**src/rtl/neuron_pkg.sv**
```systemverilog
// Shared types and Q4.4 constants for the serial MAC neuron.
package neuron_pkg;

  typedef enum logic [1:0] {
    ACC  = 2'd0,
    FIN  = 2'd1,
    HOLD = 2'd2
  } state_t;

  localparam int DATA_W = 8;
  localparam int FRAC_W = 4;

  localparam logic [DATA_W-1:0] Z_MAX = 8'h7F;
  localparam logic [DATA_W-1:0] Z_MIN = 8'h80;

  // Smallest accumulator that can hold n full-precision products plus the sign.
  function automatic int min_acc_w(input int n_inputs, input int data_w);
    return 2 * data_w + $clog2(n_inputs) + 1;
  endfunction

endpackage

```
**src/rtl/neuron_round_sat.sv**
```systemverilog
// Round-half-up, drop the extra fraction bits and clamp the accumulator to a
// DATA_W-bit Q-format value; sat reports that the clamp was applied.
module neuron_round_sat #(
  parameter int DATA_W = 8,
  parameter int FRAC_W = 4,
  parameter int ACC_W  = 20
) (
  input  logic signed [ACC_W-1:0]  acc,
  output logic        [DATA_W-1:0] z,
  output logic                     sat
);

  localparam logic signed [ACC_W-1:0] HALF  = ACC_W'(2 ** (FRAC_W - 1));
  localparam logic signed [ACC_W-1:0] R_MAX = ACC_W'(2 ** (DATA_W - 1) - 1);
  localparam logic signed [ACC_W-1:0] R_MIN = ~R_MAX;

  logic signed [ACC_W-1:0] rounded;
  logic signed [ACC_W-1:0] shifted;

  always_comb begin
    rounded = acc + HALF;
    shifted = rounded >>> FRAC_W;
    z       = shifted[DATA_W-1:0];
    sat     = 1'b0;
    if (shifted > R_MAX) begin
      z   = R_MAX[DATA_W-1:0];
      sat = 1'b1;
    end else if (shifted < R_MIN) begin
      z   = R_MIN[DATA_W-1:0];
      sat = 1'b1;
    end
  end

endmodule

```
**src/rtl/neuron_mac_serial.sv**
```systemverilog
// Serial multiply-accumulate neuron: one (x, w) pair per accepted cycle, then
// round/saturate and hold z_value under valid/ready. Option: NEURON_MAC_SAT_FLAG_EN.
module neuron_mac_serial #(
  parameter int N_INPUTS = 4,
  parameter int DATA_W   = neuron_pkg::DATA_W,
  parameter int FRAC_W   = neuron_pkg::FRAC_W,
  parameter int ACC_W    = 20
) (
  input  logic              clk,
  input  logic              rst,
  input  logic [DATA_W-1:0] bias,
  input  logic              in_valid,
  output logic              in_ready,
  input  logic [DATA_W-1:0] x_data,
  input  logic [DATA_W-1:0] w_data,
  output logic              out_valid,
  input  logic              out_ready,
  output logic [DATA_W-1:0] z_value
`ifdef NEURON_MAC_SAT_FLAG_EN
  ,
  output logic              sat_flag
`endif
);

  import neuron_pkg::*;

  localparam int CNT_W = (N_INPUTS > 1) ? $clog2(N_INPUTS) : 1;
  localparam logic [CNT_W-1:0] LAST = CNT_W'(N_INPUTS - 1);

  if (ACC_W < min_acc_w(N_INPUTS, DATA_W)) begin : g_bad_acc_w
    $error("neuron_mac_serial: ACC_W too small for N_INPUTS/DATA_W");
  end

  state_t                  state_q, state_d;
  logic [CNT_W-1:0]        count_q, count_d;
  logic signed [ACC_W-1:0] acc_q, acc_d;
  logic [DATA_W-1:0]       z_q, z_d;
  logic                    out_valid_q, out_valid_d;

  logic signed [2*DATA_W-1:0] x_ext, w_ext, prod;
  logic signed [ACC_W-1:0]    prod_ext, bias_ext;
  logic [DATA_W-1:0]          z_rs;

  assign x_ext    = {{DATA_W{x_data[DATA_W-1]}}, x_data};
  assign w_ext    = {{DATA_W{w_data[DATA_W-1]}}, w_data};
  assign prod     = x_ext * w_ext;
  assign prod_ext = {{(ACC_W-2*DATA_W){prod[2*DATA_W-1]}}, prod};
  // Bias is aligned to the Q8.8 product scale before it seeds the accumulator.
  assign bias_ext = {{(ACC_W-DATA_W-FRAC_W){bias[DATA_W-1]}}, bias, {FRAC_W{1'b0}}};

`ifdef NEURON_MAC_SAT_FLAG_EN
  logic sat_rs, sat_q, sat_d;

  neuron_round_sat #(.DATA_W(DATA_W), .FRAC_W(FRAC_W), .ACC_W(ACC_W)) u_round_sat (
    .acc (acc_q),
    .z   (z_rs),
    .sat (sat_rs)
  );
  assign sat_flag = sat_q;
`else
  neuron_round_sat #(.DATA_W(DATA_W), .FRAC_W(FRAC_W), .ACC_W(ACC_W)) u_round_sat (
    .acc (acc_q),
    .z   (z_rs),
    .sat ()
  );
`endif

  assign in_ready  = (state_q == ACC);
  assign out_valid = out_valid_q;
  assign z_value   = z_q;

  always_comb begin
    state_d     = state_q;
    count_d     = count_q;
    acc_d       = acc_q;
    z_d         = z_q;
    out_valid_d = out_valid_q;
`ifdef NEURON_MAC_SAT_FLAG_EN
    sat_d       = sat_q;
`endif
    case (state_q)
      ACC: begin
        if (in_valid) begin
          if (count_q == '0) acc_d = prod_ext + bias_ext;
          else               acc_d = acc_q + prod_ext;
          if (count_q == LAST) begin
            count_d = '0;
            state_d = FIN;
          end else begin
            count_d = count_q + CNT_W'(1);
          end
        end
      end
      FIN: begin
        z_d         = z_rs;
        out_valid_d = 1'b1;
        state_d     = HOLD;
`ifdef NEURON_MAC_SAT_FLAG_EN
        sat_d       = sat_rs;
`endif
      end
      HOLD: begin
        if (out_ready) begin
          out_valid_d = 1'b0;
          state_d     = ACC;
        end
      end
      default: state_d = ACC;
    endcase
  end

  always_ff @(posedge clk) begin
    if (rst) begin
      state_q     <= ACC;
      count_q     <= '0;
      acc_q       <= '0;
      z_q         <= '0;
      out_valid_q <= 1'b0;
`ifdef NEURON_MAC_SAT_FLAG_EN
      sat_q       <= 1'b0;
`endif
    end else begin
      state_q     <= state_d;
      count_q     <= count_d;
      acc_q       <= acc_d;
      z_q         <= z_d;
      out_valid_q <= out_valid_d;
`ifdef NEURON_MAC_SAT_FLAG_EN
      sat_q       <= sat_d;
`endif
    end
  end

endmodule

```
**config.mk**
```make
export PLATFORM = sky130hd
export DESIGN_NAME = neuron_mac_serial
export DESIGN_NICKNAME = d
export VERILOG_FILES = /design/src/rtl/neuron_pkg.sv /design/src/rtl/neuron_round_sat.sv /design/src/rtl/neuron_mac_serial.sv
export SDC_FILE = /design/constraint.sdc
export NUM_CORES = 1
export LEC_CHECK = 0
export CAP_MARGIN = 20
export CORE_AREA = 10 10 125 127
export DETAILED_ROUTE_END_ITERATION = 7
export DIE_AREA = 0 0 135 137
export GPL_TIMING_DRIVEN = 0
export PLACE_DENSITY_LB_ADDON = 0.05
export SLEW_MARGIN = 40
export SYNTH_ARGS = -nofsm -noshare
export SYNTH_HDL_FRONTEND = slang
export SYNTH_HIERARCHICAL = 1
export SYNTH_SLANG_ARGS = --single-unit
```
**constraint.sdc**
```tcl
create_clock -name clk -period 8.9 [get_ports clk]
set_clock_uncertainty 0.1 [all_clocks]
set_input_delay 1.78 -clock clk [delete_from_list [all_inputs] [get_ports clk]]
set_output_delay 1.78 -clock clk [all_outputs]
set_load 0.05 [all_outputs]
```
==> key figures, run 1 <==
CTS
  – Clock Path Buffers: 2
  – CTS sink count: 33
  – Max H-tree Level: 2
  – CTS tree: built
  – # hold bufs at CTS: 0
  – Cts bufs inserted: 5
  – Root buf cell: clkbuf_16
  – Reg clk slew, reported paths: 50 ps
  – Number of gates resized after cts: 0
  – # Post-CTS Setup Buffers: 0
  – Clk_lat worst skew: about 280 ps

Global routing
  – Gr ovfl total: 0
  – First-pass GRT wire length: 22,900 µm
  – All-Layer GR Usage: 14.9%
  – Initial antenna violation count: 0
  – Number of global-route vias before repair: roughly 5k
  – Pin count of the biggest net entering global routing: 11

Critical path
  – Startpoint Class: input port
  – RR Startpoint: acc_q[0]
  – CP Class: input port to flop
  – Reg-to-reg endpoint: acc_q[18]
  – Worst-case reg-to-reg path depth: 11
  – Req. time, crit path: 8970 ps
  – Flop-to-flop setup slack: about 5900 ps
  – Max FO, Critical Path: 8
  – WP data arrival: 8360 ps
  – Critical Path End Type: flop

Finish
  – Fill cell count: 1,296
  – Number of diodes: 0
  – Most frequent cells in the layout: 103 x inv_1, 65 x ha_1, 61 x nand2_1, 57 x fa_1, 54 x nor2_1
  – Commonest non-fill, non-tap cell in the layout: inv_1
  – Reg area: 661 µm²
  – Multi-input logic area: 4690 µm²
  – Nets: 909
  – Finished Layout Cells: 936
  – Area growth, synth to finish: 13.0%
  – Share of cells above drive strength 1: 3.95%

Floorplanning
  – FP Rows: 42
  – Chip Width: 135 µm
  – Core area: 13,100 µm²
  – Full die area: approximately 18,000 µm²
  – Die height: between 100 and 150 µm
  – IO Count: 38
  – Initial Util: 44.3%

Route
  – TritonRoute pass-1 iters: 4
  – Initial DRC Count: 188
  – Met1 WL: 6020 µm
  – Vias: 4,852
  – WL per Instance: about 14 µm
  – Vias per inst: 5.18
  – Met3 wire length: 360 µm
  – Antenna-violating nets left: 0
  – DRT Wirelength: around 14,000 µm
  – Met2 WL post-DR: between 6000 and 7000 µm
  – Number of remaining DRC errors: 0
  – Max Used Layer: met4

STA
  – Hold slack final: between 300 and 400 ps
  – Final Cycle Share: 93.1%
  – RSZ-0062 raised after global routing: false
  – Slew @ Worst Pin: 668 ps
  – Final-report setup violation count: 0
  – Final Hold Fails: 0
  – Fmax: 0.121 GHz
  – TNS Setup: 0 ps
  – Clock period minus worst slack: 8290 ps
  – Worst slew margin: 55.4%
  – Final Max Slew Viols: 0

Hold path
  – Min-Delay Path Depth: 2
  – Hold endpoint: z_value[1]
  – Min-Delay Path Class: flop to flop
  – Hold path start: z_value[1]

Flow run
  – Max-cap viol count: 0

Synthesis
  – Mapped Cells: 716
  – Ys Warns: 6
  – Synthesized cell area: 5790 µm²
  – Syn nets: 866
  – Synthesized area per cell: 8.09 µm²

Placement
  – Hpwl dp: approximately 12,000 µm
  – Gpl congestion: roughly 0.85
  – Port Buffers: 36
  – Inst Count DP: just over 900

Run status
  – Status: complete, no violations
[routing by layer]
metal	global-route usage, %	vias up
met5	0	-
met4	4.55	0
met3	1.58	16
met2	28.3	73
met1	17.0	2282
li1	-	2481
[critical path, stage by stage]
cell             delay, ps
clkdlybuf4s50_1        550
and2_1                 250
fa_1                   540
inv_1                   50
fa_1                   470
inv_1                   50
fa_1                   520
inv_1                   50
fa_1                   520
inv_1                   40
ha_1                   310
a21oi_1                230
o21bai_1                90
a21oi_1                250
o21bai_1                90
a21oi_1                240
xnor2_1                140
ha_1                   360
and4_1                 300
nand3_1                110
a211oi_2               360
o22ai_1                190
o21ai_1                260
a31oi_1                130
xor3_1                 210
nor2_1                  40
o221a_1                190
[flip-flops by register name, indices dropped and copies added, names as in the netlist]
name and flops:
acc_q 20, count_q 2, out_valid 1, state_q 2
z_value 8
[through the flow]
stage | instance area [µm²] | utilization [%] | worst slack (ps)
finish | 6550 | 50.0 | 614
detailed placement | 6370 | 48.7 | 334
global placement | 6370 | 48.7 | 324
floorplan | 5790 | - | 1610
global route | 6550 | 50.0 | 159
CTS | 6550 | 50.0 | 613
[cell type report]
class | count | area share, %
flip-flops and latches | 33 | 10.1
clock inverters | 1 | 0.459
well taps | 176 | 3.36
repair buffers | 36 | 5.50
inverters | 103 | 5.90
multi-input cells | 565 | 71.6
plain buffers | 15 | 0.936
clock buffers | 7 | 2.18
[worst max-delay path by stage]
stage	from	depth (start not counted)	endpoint	slack, ps
global route	w_data[4]	27	acc_q[19]	160
floorplan	w_data[4]	26	acc_q[19]	1610
detailed placement	w_data[7]	26	acc_q[19]	330
CTS	w_data[7]	26	acc_q[19]	610
finish	w_data[4]	27	acc_q[19]	610
global placement	w_data[4]	27	acc_q[19]	320
Power of run 1 is left out: the tool's default activity adds up to more than one toggle a clock period on the data nets, which glitch-free logic cannot reach.
==> run 2: changes to the inputs <==
CORE_AREA = 4 4 119 121   (was 10 10 125 127)
DIE_AREA = 0 0 123 125   (was 0 0 135 137)
DONT_BUFFER_PORTS = 1   (was not set)
==> run 2 against run 1 <==
Net effect:
- first-iteration DRC count fell by 0.53%
- critical path depth is 1 lower
- cell area decreased by 5.2%
- sequential cell count unchanged
- global-route usage increased by 3.5 points
- sequential share of layout area rose by 0.55 points
- setup slack gained 580 ps
- utilization shrank 2.6 points
- highest routed layer unchanged
==> key figures, run 2 (same netlist as run 1, synthesis figures left out) <==
Finish
  – Area growth, synth to finish: 7.13%
  – Final instance area: 6210 µm² (-5.2%)
  – Most frequent cells in the layout: 103 x inv_1, 65 x ha_1, 61 x nand2_1, 57 x fa_1, 53 x nor2_1
  – Commonest non-fill, non-tap cell in the layout: inv_1
  – Fill cell count: 1,312 (+1.2%)
  – Final Core Density: 47.4% (-2.6 points)
  – Number of diodes: 0 (unchanged)
  – Share of cells above drive strength 1: 4.42% (+0.47 points)
  – Max FFs per register: 20 (unchanged)
  – Nets: 873 (-4.0%)
  – Largest reg by FF count: acc_q

Global routing
  – Pin count of the biggest net entering global routing: 12 (+1)
  – Initial antenna violation count: 0 (unchanged)
  – First-pass GRT wire length: 23,300 µm (+2.0%)
  – Gr ovfl total: 0 (unchanged)
  – All-Layer GR Usage: 18.4% (+3.5 points)
  – Number of global-route vias before repair: 4,921 (-2.2%)

Critical path
  – CP Buf/Inv Count: 4 (-1)
  – Req. time, crit path: 8970 ps (about the same)
  – Critical Path End Type: flop
  – WP data arrival: 7780 ps (-580 ps)
  – Worst-case reg-to-reg path depth: 11 (unchanged)
  – Reg-to-reg endpoint: acc_q[18]
  – Max FO, Critical Path: 8 (unchanged)
  – CP startpoint: w_data[4]
  – CP Class: input port to flop
  – Flop-to-flop setup slack: 5770 ps (-80 ps)
  – Max incr delay on CP: 530 ps (-20 ps)
  – CP delay by family, top: adder cells
  – Slowest stage cell, crit path: fa_1
  – Critical Path Stages: 26 (-3.7%)
  – Critical path endpoint: acc_q[19]
  – RR Startpoint: acc_q[0]
  – Startpoint Class: input port

CTS
  – # Post-CTS Setup Buffers: 0 (unchanged)
  – Reg clk slew, reported paths: 50 ps (about the same)
  – Cts bufs inserted: 5 (unchanged)
  – CTS tree: built
  – CTS sink count: 33 (unchanged)
  – Clk_lat worst skew: 280 ps (about the same)
  – Max H-tree Level: 2 (unchanged)
  – Clock Path Buffers: 2 (unchanged)
  – # hold bufs at CTS: 0 (unchanged)
  – Number of gates resized after cts: 0 (unchanged)
  – Root buf cell: clkbuf_16

STA
  – Final Max Slew Viols: 0 (unchanged)
  – Clock period minus worst slack: 7710 ps (-576 ps)
  – Final-report setup violation count: 0 (unchanged)
  – RSZ-0062 raised after global routing: false
  – Final Cycle Share: 86.6% (-6.5 points)
  – Final Hold Fails: 0 (unchanged)
  – Slew @ Worst Pin: 757 ps (+88.3 ps)
  – Worst slew margin: 49.6% (-5.9 points)
  – Fmax: 0.130 GHz (+7.5%)
  – TNS Setup: 0 ps (unchanged)

Route
  – WL per Instance: 15.1 µm (+4.6%)
  – Vias: 4,733 (-2.5%)
  – DRT Wirelength: 13,600 µm (+0.55%)
  – TritonRoute pass-1 iters: 4 (unchanged)
  – Vias per inst: 5.26 (+1.4%)
  – Number of remaining DRC errors: 0 (unchanged)
  – Initial DRC Count: 187 (-0.53%)
  – Antenna-violating nets left: 0 (unchanged)

Placement
  – Hpwl dp: 11,700 µm (+0.29%)
  – Gpl congestion: 0.887 (+4.6%)
  – Port Buffers: 0 (-100%)
  – DP Area: 6020 µm² (-5.6%)

Flow run
  – Max-cap viol count: 0 (unchanged)

Floorplanning
  – FP Rows: 42 (unchanged)
  – Full die area: 15,400 µm² (-17%)
  – Chip Width: 123 µm (-8.9%)
  – Core area: 13,100 µm² (unchanged)
  – IO Count: 38 (unchanged)
  – Die height: 125 µm (-8.8%)
  – Initial Util: 44.3% (unchanged)

Run status
  – Status: complete, no violations

Hold path
  – Min-Delay Path Class: flop to flop
## run 2: layout make-up
type	count	area [µm²]	share of cell area [%]
clock inverter	3	65.1	1.05
sequential	33	661	10.6
buffer	15	61.3	0.988
inverter	103	387	6.23
tap	176	220	3.55
multi-input combinational	565	4690	75.5
clock buffer	5	125	2.02
## run 2: layer usage
layer	vias to the layer above	track usage, %	routed length (µm)	share of wire [%]
li1	2419	-	-	-
met1	2206	22.5	5820	43
met2	89	33.6	6930	51
met3	19	2.53	561	4.1
met4	0	4.95	280	2.1
met5	-	0	0	0
## run 2: worst min-delay path by stage
stage	slack (ps)	startpoint	endpoint	depth (start not counted)
floorplan	340	acc_q[2]	acc_q[2]	2
global placement	360	count_q[1]	count_q[1]	2
detailed placement	360	acc_q[2]	acc_q[2]	2
CTS	370	acc_q[2]	acc_q[2]	2
global route	400	acc_q[2]	acc_q[2]	2
finish	370	acc_q[2]	acc_q[2]	2
## run 2: tightest hold or removal path: cells and delay by family (launching register included)
family	cells	cell delay [ps]
compound gates	1	50
flops	1	320
simple gates	1	60
## run 2: stage by stage
stage / hold WS (ps) / instances / worst slack (ps)
final: 375 / 900 / 1190
after global routing: 405 / 900 / 872
after global placement: 363 / 892 / 946
after CTS: 373 / 900 / 1190
after floorplan: 336 / 716 / 1610
after detailed placement: 363 / 892 / 912
Power of run 2 is left out for the same reason.
==> run 3: changes to the inputs <==
ABC_AREA = 1   (was not set)
CORE_AREA = 4 4 124 126   (was 4 4 119 121)
DIE_AREA = 0 0 128 130   (was 0 0 123 125)
SKIP_LAST_GASP = 1   (was not set)
==> run 3 against run 2 <==
Net effect:
- first-iteration DRC count grew 21%
- die area grew 8.2%
- cell area grew 8.8%
- area after synthesis grew 9.6%
- global-route usage grew 2.2 points
- utilization shrank 0.23 points
- wire length grew 18%
- hold slack gained 10 ps
- maximum frequency grew 7.0%
- critical endpoint is now acc_q[17]
- largest cell class unchanged
==> key figures, run 3 <==
Run status
  – Status: complete, no violations

Critical path
  – Req. time, crit path: 8960 ps (about the same)
  – Slowest stage cell, crit path: fa_1
  – Crit path top cell by count: nand2_1
  – Critical Path End Type: flop
  – WP data arrival: 7270 ps (-510 ps)
  – Max incr delay on CP: 610 ps (+80 ps)
  – Max FO, Critical Path: 8 (unchanged)
  – CP delay by family, top: adder cells
  – RR Startpoint: state_q[1]
  – CP startpoint: w_data[2]
  – Flop-to-flop setup slack: 6580 ps (+810 ps)
  – CP Buf/Inv Count: 6 (+2)
  – CP Class: input port to flop
  – Startpoint Class: input port

STA
  – Final Max Slew Viols: 0 (unchanged)
  – Slew @ Worst Pin: 581 ps (-176 ps)
  – Fmax: 0.139 GHz (+7.0%)
  – Clock period minus worst slack: 7210 ps (-502 ps)
  – RSZ-0062 raised after global routing: false
  – Final-report setup violation count: 0 (unchanged)
  – TNS Setup: 0 ps (unchanged)
  – Post-route setup slack: 1690 ps (+502 ps)
  – Final Hold Fails: 0 (unchanged)
  – Final Cycle Share: 81.0% (-5.6 points)
  – Worst slew margin: 61.2% (+12 points)

Finish
  – Finished Layout Cells: 1,146 (+27%)
  – Most frequent cells in the layout: 216 x nand2_1, 182 x inv_1, 70 x nor2_1, 65 x a21oi_1, 65 x ha_1
  – Max FFs per register: 20 (unchanged)
  – Fill cell count: 1,548 (+18%)
  – Nets: 1,111 (+27%)
  – Reg area: 661 µm² (unchanged)
  – Share of cells above drive strength 1: 7.59% (+3.2 points)
  – Number of diodes: 0 (unchanged)
  – Multi-input logic area: 4880 µm² (+4.0%)
  – Area growth, synth to finish: 6.36%
  – Commonest non-fill, non-tap cell in the layout: nand2_1
  – Largest reg by FF count: acc_q

CTS
  – CTS sink count: 33 (unchanged)
  – Root buf cell: clkbuf_16
  – CTS tree: built
  – # hold bufs at CTS: 0 (unchanged)
  – # Post-CTS Setup Buffers: 0 (unchanged)
  – Max H-tree Level: 2 (unchanged)
  – Number of gates resized after cts: 0 (unchanged)
  – Clock Path Buffers: 2 (unchanged)
  – Cts bufs inserted: 5 (unchanged)
  – Reg clk slew, reported paths: 60 ps (about the same)
  – Clk_lat worst skew: 290 ps (about the same)

Synthesis
  – Synthesized area per cell: 6.66 µm² (-18%)
  – Ys Warns: 6 (unchanged)
  – Synthesized cell area: 6350 µm² (+9.6%)
  – Mapped Cells: 954 (+33%)
  – Syn nets: 1,104 (+27%)

Floorplanning
  – Chip Width: 128 µm (+4.1%)
  – Die height: 130 µm (+4.0%)
  – IO Count: 38 (unchanged)
  – Full die area: 16,600 µm² (+8.2%)
  – Initial Util: 44.4% (+0.097 points)
  – Core area: 14,300 µm² (+9.4%)
  – FP Rows: 44 (+4.8%)

Global routing
  – Initial antenna violation count: 0 (unchanged)
  – First-pass GRT wire length: 27,500 µm (+18%)
  – Pin count of the biggest net entering global routing: 13 (+1)
  – Number of global-route vias before repair: 5,812 (+18%)
  – All-Layer GR Usage: 20.6% (+2.2 points)
  – Gr ovfl total: 0 (unchanged)

Placement
  – Worst slack, placed: 1320 ps (+411 ps)
  – Gpl congestion: 0.873 (-1.5%)
  – Inst Count DP: 1,138 (+28%)
  – Port Buffers: 0 (unchanged)
  – Hpwl dp: 13,700 µm (+17%)

Flow run
  – Max-cap viol count: 0 (unchanged)

Hold path
  – Min-Delay Path Class: flop to flop
  – Hold path start: count_q[1]

Route
  – WL per Instance: 14.0 µm (-7.3%)
  – Vias: 5,790 (+22%)
  – TritonRoute pass-1 iters: 4 (unchanged)
  – Number of remaining DRC errors: 0 (unchanged)
  – DRT Wirelength: 16,100 µm (+18%)
  – Initial DRC Count: 226 (+21%)
  – Antenna-violating nets left: 0 (unchanged)
  – Vias per inst: 5.05 (-3.9%)
-- run 3: layer usage --
layer | track usage [%] | up-vias | wire (µm)
li1 | - | 3019 | -
met5 | 0 | - | 0
met3 | 2.29 | 14 | 563
met1 | 24.4 | 2669 | 6780
met4 | 6.68 | 0 | 281
met2 | 38.8 | 88 | 8440
-- run 3: through the flow --
stage	instance area (µm²)	util [%]	hold slack (ps)
after global placement	6580	46.0	376
after global routing	6760	47.2	428
after detailed placement	6590	46.0	383
final	6760	47.2	385
after floorplan	6350	-	351
after CTS	6760	47.2	392
-- run 3: area by class of cell --
type	count	share of cell area (%)
flip-flops and latches	33	9.78
plain buffers	25	1.56
inverters	190	10.6
multi-input cells	706	72.2
clock inverters	3	0.685
clock buffers	5	1.85
well taps	184	3.41
-- run 3: worst min-delay path: cells and delay by family, from the launching register on --
| family | cells | cell delay (ps) |
|---|---|---|
| DFF | 1 | 310 |
| AOI/OAI and AO/OA | 1 | 60 |
| buffers and inverters | 1 | 70 |
-- run 3: worst paths after layout --
check          endpoint  cells past startpoint
max           acc_q[17]                     28
min reg2reg  count_q[1]                      2
min          count_q[1]                      2
max reg2reg   acc_q[15]                      7
Power of run 3 is left out for the same reason.
